<file path="src/rtl/axi_read_burst_ctrl.sv">
// AXI4 INCR read master streaming a byte-counted memory region as bytes.
// Optional `AXI_RD_RLAST_CHECK_EN: treat misplaced rlast as a read error.
module axi_read_burst_ctrl #(
  parameter int MAX_BEATS = 256,
  parameter int BOUNDARY  = 4096
) (
  input  logic        clk,
  input  logic        reset,
  input  logic        start,
  input  logic [31:0] base_addr,
  input  logic [31:0] num_bytes,
  output logic        done,
  output logic        error,
  output logic [7:0]  data_out,
  output logic        data_valid,
  input  logic        data_ready,
  output logic [31:0] araddr,
  output logic [7:0]  arlen,
  output logic [2:0]  arsize,
  output logic [1:0]  arburst,
  output logic        arvalid,
  input  logic        arready,
  input  logic [31:0] rdata,
  input  logic [1:0]  rresp,
  input  logic        rlast,
  input  logic        rvalid,
  output logic        rready
);

  typedef enum logic [1:0] {IDLE, ADDR, DATA} state_t;

  state_t      state;
  logic [31:0] addr;
  logic [31:0] rem;
  logic [31:0] bbuf;
  logic [1:0]  off;
  logic [1:0]  lane;
  logic [2:0]  cnt;
  logic [8:0]  bcnt;
  logic [8:0]  blen;
  logic        err;

  logic [31:0] aligned;
  logic [33:0] need;
  logic [31:0] room;
  logic [8:0]  beats;
  logic [2:0]  avail;
  logic [2:0]  nbytes;
  logic        take_byte;
  logic        last_byte;
  logic        take_beat;
  logic        bad;

  assign arsize  = 3'b010;
  assign arburst = 2'b01;
  assign aligned = {addr[31:2], 2'b00};

  always_comb begin
    need  = ({2'b00, rem} + {32'd0, off} + 34'd3) >> 2;
    room  = (32'(BOUNDARY) - (aligned & 32'(BOUNDARY - 1))) >> 2;
    beats = 9'(MAX_BEATS);
    if (need < {25'd0, beats})
      beats = need[8:0];
    if (room < {23'd0, beats})
      beats = room[8:0];
  end

  // rem only counts bytes not yet captured, so the final beat trims here
  assign avail  = 3'd4 - {1'b0, off};
  assign nbytes = (rem < {29'd0, avail}) ? rem[2:0] : avail;

  assign data_valid = cnt != 3'd0;
  assign data_out   = bbuf[{lane, 3'b000} +: 8];
  assign take_byte  = data_valid && data_ready;
  assign last_byte  = (cnt == 3'd1) && data_ready;
  assign rready     = (state == DATA) && (bcnt != 9'd0)
                      && (err || cnt == 3'd0 || last_byte);
  assign take_beat  = rvalid && rready;

`ifdef AXI_RD_RLAST_CHECK_EN
  assign bad = (rresp != 2'b00) || (rlast != (bcnt == 9'd1));
`else
  logic rlast_unused;
  assign rlast_unused = rlast;
  assign bad = rresp != 2'b00;
`endif

  always_ff @(posedge clk) begin
    if (reset) begin
      state   <= IDLE;
      done    <= 1'b0;
      error   <= 1'b0;
      arvalid <= 1'b0;
      araddr  <= '0;
      arlen   <= '0;
      addr    <= '0;
      rem     <= '0;
      bbuf    <= '0;
      off     <= '0;
      lane    <= '0;
      cnt     <= '0;
      bcnt    <= '0;
      blen    <= '0;
      err     <= 1'b0;
    end else begin
      done  <= 1'b0;
      error <= 1'b0;
      if (take_byte) begin
        lane <= lane + 2'd1;
        cnt  <= cnt - 3'd1;
      end
      unique case (state)
        IDLE: begin
          if (start) begin
            addr <= base_addr;
            rem  <= num_bytes;
            off  <= base_addr[1:0];
            err  <= 1'b0;
            if (num_bytes == 32'd0)
              done <= 1'b1;
            else
              state <= ADDR;
          end
        end
        ADDR: begin
          if (!arvalid) begin
            araddr  <= aligned;
            arlen   <= 8'(beats - 9'd1);
            blen    <= beats;
            bcnt    <= beats;
            arvalid <= 1'b1;
          end else if (arready) begin
            arvalid <= 1'b0;
            state   <= DATA;
          end
        end
        DATA: begin
          if (take_beat) begin
            bcnt <= bcnt - 9'd1;
            if (bad || err) begin
              err <= 1'b1;
              cnt <= 3'd0;
            end else begin
              bbuf <= rdata;
              lane <= off;
              cnt  <= nbytes;
              rem  <= rem - {29'd0, nbytes};
              off  <= 2'd0;
            end
          end else if (bcnt == 9'd0) begin
            if (err) begin
              error <= 1'b1;
              state <= IDLE;
            end else if (rem != 32'd0) begin
              addr  <= aligned + {21'd0, blen, 2'b00};
              state <= ADDR;
            end else if (cnt == 3'd0 || last_byte) begin
              done  <= 1'b1;
              state <= IDLE;
            end
          end
        end
        default: state <= IDLE;
      endcase
    end
  end

endmodule

</file>
<file path="config.mk">
export PLATFORM = sky130hd
export DESIGN_NAME = axi_read_burst_ctrl
export DESIGN_NICKNAME = d
export VERILOG_FILES = /design/src/rtl/axi_read_burst_ctrl.sv
export SDC_FILE = /design/constraint.sdc
export NUM_CORES = 1
export LEC_CHECK = 0
export BUFFER_PORTS_ARGS = -buffer_cell sky130_fd_sc_hd__buf_4
export CORE_UTILIZATION = 40
export CTS_CLUSTER_DIAMETER = 200
export DETAILED_ROUTE_END_ITERATION = 8
export PLACE_DENSITY = 0.66
export SLEW_MARGIN = 25
export SYNTH_ARGS = -nofsm -noshare
export SYNTH_HDL_FRONTEND = slang
export SYNTH_SLANG_ARGS = --single-unit
export TNS_END_PERCENT = 10
</file>
<file path="constraint.sdc">
create_clock -name clk -period 7.09 [get_ports clk]
set_input_delay 0.709 -clock clk [delete_from_list [all_inputs] [get_ports clk]]
set_output_delay 0.709 -clock clk [all_outputs]
set_load 0.1 [all_outputs]
</file>
* Word-level counts from Yosys, hierarchy flattened
Cells that the tools add are included.
** Cells by class
- Add/subtract/negate cells :: 10
- Multiply operators :: 0
- Divide/modulo/power cells :: 0
- Magnitude comparators :: 3
- Eq/ne operators :: 16
- Shift-type cells :: 1
- Multiplexer cells :: 53
- Bitwise gates (word level) :: 4
- Reductions and logical operators :: 27
** Operators by type and width (count)
- $mux W32 :: 8
- $pmux W32 S2 :: 2
- $mux W9 :: 4
- $add A33 B2 Y34 const B :: 1
- $add A32 B2 Y33 :: 1
- $add A32 B11 Y32 :: 1
- $logic_not A32 Y1 :: 1
- $lt A32 B3 Y1 :: 1
- $lt A32 B9 Y1 const B :: 1
- $mux W2 :: 16
- $reduce_bool A32 Y1 :: 1
- $shiftx A32 B6 Y8 :: 1
- $sub A32 B3 Y32 :: 1
- $lt A30 B9 Y1 :: 1
- $ne A2 B2 Y1 const B :: 9
- $pmux W9 S2 :: 1
- $mux W3 :: 5
- $sub A13 B12 Y14 const A :: 1
- $mux W1 :: 13
- $logic_not A9 Y1 :: 1
- $reduce_bool A9 Y1 :: 1
- $sub A9 B1 Y9 const B :: 1
- $reduce_and A4 Y1 :: 2
- $sub A8 B1 Y8 const B :: 1
- other kinds (23) :: 39
** Storage, ports and cells
- Register bits after elaboration :: 165
- Latch bits :: 0
- Memory bits (writable) :: 0
- Bits in read-only memories :: 0
- Word-level logic and storage cells :: 129
- Memories kept :: 0

* Logic depth before layout (Yosys ltp)
- Depth in word-level cells :: 9
- Depth in mapped cells :: 27
- Gate-level depth less buffers :: 24

* Worst setup path before layout
Ideal clock, no wire load.
- Kind :: reg-to-reg
- Start point :: register rem[1]
- End point :: register arlen[6]
- Setup time :: 91 ps
- Arrival :: 5934 ps
- Data required time :: 6999 ps
- Path slack :: 1065 ps
- Stages on the path, launching flop included :: 28
- Buffers on the path :: 3
- Period minus slack after synthesis :: 6025 ps
- Cells stage by stage :: dfxtp_1 -> inv_1 -> ha_1 -> o21bai_1 -> fa_1 -> clkbuf_1 -> nand3b_1 -> nor4_4 -> o2111ai_1 -> a211oi_2 -> o2111ai_2 -> nor3_4 -> buf_6 -> nand2_1 -> ha_1 -> a21oi_1 -> nor2_1 -> a2111oi_0 -> nor2_1 -> nor2_1 -> nand2_1 -> buf_4 -> mux2i_1 -> ha_1 -> and4_1 -> o21ai_0 -> o211ai_1 -> a311oi_1
** On the way
- Longest elaborated chain between the ends :: 7
** RTL lines
- from (decl) :: line 34 : logic [31:0] rem;
- from (signal assigned) :: line 116 : rem <= num_bytes;
- from (signal assigned) :: line 147 : rem <= rem - {29'd0, nbytes};
- $add A32 B2 Y33 (*) :: line 59 : need = ({2'b00, rem} + {32'd0, off} + 34'd3) >> 2;
- $add A33 B2 Y34 (*) :: line 59
- $lt A32 B9 Y1 :: line 62 : if (need < {25'd0, beats})
- $mux W9 (*) :: line 62
- $lt A30 B9 Y1 :: line 64 : if (room < {23'd0, beats})
- $mux W9 (*) :: line 64
- $sub A8 B1 Y8 (*) :: line 128 : arlen <= 8'(beats - 9'd1);
- to (signal assigned) :: line 128
- to (decl) :: line 18 : output logic [7:0] arlen,
Every way passes the cells marked *; elsewhere a longest branch is shown, timed or not.
A chain may end at the register's enable or synchronous reset.

* Final worst setup path
Same ends and word-level chain as after synthesis.

==> out/results.txt <==
Status = finished, violations left
Failing checks = design-rule violations
Worst path buffer plus inverter count = 2
Crit path required time = 7.43 ns
Gr ovfl total = 0
Max-slew headroom = 34.1%
Number of synthesized register bits = 163
Commonest non-fill, non-tap cell in the layout = nand2_1
Mapped Cells = 1376
Tcrit/Tclk final = 90.7%
Final Setup Violations = 0
Largest net degree at the start of global routing = 85
R2R depth = 25
Synth Area per Inst = 7.40 um^2
First-pass GRT wire length = 49300 um
Synthesized area = 10200 um^2
Antenna Cells = 0
DRC viols = 1
Clk_skew = 0.0112 ns
Fin. Hold Viols = 0
Hold EP = bbuf[16]
Worst hold path depth = 2
Vias per Instance = 5.70
VDD IR max = 0.000218 V
Hold crit path type = reg2reg
Wire length per cell = 16.7 um
Hold path start = bbuf[16]
Initial core utilization = 40.6%
Die Ht = 162 um
Power density over the cells = 359 nW/um^2
Sw frac = 47.8%
Slowest CP cell = dfxtp_1
Clock Pin Slew Worst Setup and Hold Paths = 0.07 ns
Routed WL = 30000 um
RR Endpoint = arlen[6]
Rows = 58
Top FF cell, synth = dfxtp_1
H-tree Lvls = 4
Fmax = 0.156 GHz
Crit Path Max Fanout = 13
Chip Width = 162 um
Worst-Skew Late Latency = 0.44 ns
Die area = 26100 um^2
Setup_tns = 0 ns
Slew @ Worst Pin = 0.987 ns
Post-DP HPWL = 20800 um
Initial antenna violation count = 0
Arrival time at the worst endpoint = 6.77 ns
# hold bufs at CTS = 0
GP Congestion = 0.894
Area Growth Syn to Fin = 18.1%
Root buf cell = clkbuf_16
Most used cell, CP = ha_1
CP max stage delay = 0.49 ns
Psw = 2.07 mW
Distinct cells, synth = 80
CTS Buffer Depth = 2
Critical path launch point type = register
Post-route ant nets = 0
Final Total Pwr = 4.32 mW
Cts bufs inserted = 17
Via count = 10300
DR iter-0 viols = 780
Gr usage total = 23.2%
Sequential fraction of design power = 30.6%
R2R Path Start = rem[1]
Post-CTS setup buffers = 0
Clock share of power = 21.5%
Worst setup EP type = register
IO buf count = 154
EDFF count, synth = 0
Most frequent cells in the layout = nand2_1 (232), buf_4 (169), dfxtp_1 (163)
Leakage = 4.49 nW
CTS tree = done
Vias in the first global route = 9635
Core area = 25100 um^2
Slew Limit Fails = 0
Sequential area share after synthesis = 32.0%
Post-route minimum period = 6.43 ns
Post-CTS sizing = 0
FFs w/ async S/R, synth = 0%
Final Cell Area = 12000 um^2
CTS sink count = 163
Final nets = 1596
Comb pwr share = 47.9%
Num ports = 163
WHS = 0.452 ns
Placed inst area = 11400 um^2
RSZ-0062 raised after global routing = false
Max-Cap Viols = 0
Initial DRT Pass Iterations = 7
Yosys warning count = 0
Worst R2R Setup Slack = 0.66 ns
CP top delay family = compound AO/OA/AOI/OAI gates
Int Pwr = 2.26 mW
Layout cells sized above 1 = 16.5%
Worst setup path category = reg2reg
[synthesized netlist by cell type (4+ instances only)]
master,number,area [um^2]
o32ai_1,8,70.1
nor4_1,22,138
nand3_1,54,270
nor3_1,37,185
xnor2_1,19,166
a22oi_1,15,113
and3_1,22,138
nand2b_1,11,68.8
a31o_2,5,43.8
or2_2,4,25.0
dfxtp_1,163,3260
o21ai_0,80,400
nand4_1,14,87.6
and4_1,5,43.8
mux2i_1,11,110
a211o_1,4,35.0
a221oi_1,4,35.0
o31ai_1,9,67.6
nor4b_1,4,35.0
nand3b_1,4,30.0
o22ai_1,19,119
a311oi_1,12,105
buf_4,9,67.6
or4_1,5,37.5
mux4_2,8,180
a211oi_1,38,285
nor3b_1,5,37.5
o211ai_1,10,75.1
nor2b_1,7,43.8
buf_2,6,30.0
o21a_1,5,37.5
and2_1,11,68.8
a21oi_1,135,676
clkbuf_1,91,342
or3_1,9,56.3
buf_1,4,15.0
nand2_1,233,875
a2111oi_0,4,35.0
xor2_1,15,131
inv_1,37,139
ha_1,31,388
a32o_1,5,50.1
a31oi_1,8,50.1
nor2_1,117,439
[through the flow]
| step | setup WS, ns | instances | utilization, % |
|---|---|---|---|
| floorplan | 1.07 | 1381 | - |
| global placement | 0.827 | 1768 | 45.5 |
| detailed placement | 0.661 | 1768 | 45.5 |
| CTS | 0.601 | 1800 | 47.9 |
| global route | 0.0273 | 1800 | 47.9 |
| finish | 0.662 | 1800 | 47.9 |
[worst max path at each step]
stage,startpoint,endpoint,slack [ns],cells past startpoint
global placement,rem[1],arlen[6],0.83,24
CTS,rem[1],arlen[6],0.60,24
global route,rem[1],arlen[6],0.03,25
finish,rem[1],arlen[6],0.66,25
floorplan,rem[1],arlen[6],1.07,27
detailed placement,rem[1],arlen[6],0.66,24
[cell families after synthesis]
group | after synthesis | synth area share (%)
buffers and inverters | 149 | 6.04
AO/OA/AOI/OAI | 394 | 24.6
adder cells (fa/ha/maj) | 34 | 4.40
XOR/XNOR | 34 | 2.92
multiplexers | 22 | 3.18
other | 2 | 0.0737
AND/OR/NAND/NOR | 578 | 26.8
flip-flops | 163 | 32.0
[final cells by class]
| type | instances | area (um^2) |
|---|---|---|
| flip-flops and latches | 163 | 3260 |
| well taps | 330 | 413 |
| inverters | 37 | 139 |
| clock inverters | 15 | 161 |
| fillers | 2557 | 13100 |
| repair buffers | 169 | 1270 |
| multi-input cells | 1069 | 6350 |
| clock buffers | 17 | 425 |
[tightest hold or removal path: cells and delay by family (launching register included)]
kind            cells  cell delay (ns)
flops               1             0.31
simple gates        1             0.05
compound gates      1             0.05
[registers in the layout (all words and copies together), names as in the netlist]
signal and flops:
bbuf 32, rem 32, addr 30, araddr 30, bcnt 9, blen 9, arlen 8, cnt 3
lane 2, off 2, state 2, arvalid 1, done 1, err 1, error 1
[power by group through the flow]
stage | registers (mW) | logic, mW | clock network, mW
detailed placement | 1.34 | 2.05 | 0
CTS | 1.32 | 2.06 | 0.948
global route | 1.36 | 2.28 | 0.980
global placement | 1.34 | 2.02 | 0
floorplan | 1.47 | 1.42 | 0
finish | 1.32 | 2.07 | 0.930
[layer usage]
layer | GRT usage [%] | vias up | part of all wire [%]
met1 | 30.7 | 4814 | 47
met4 | 6.90 | 0 | 1.8
met2 | 37.8 | 288 | 46
met3 | 4.78 | 33 | 5.7
met5 | 0 | - | 0
li1 | - | 5119 | -
Power figures use the tool's default switching activity.
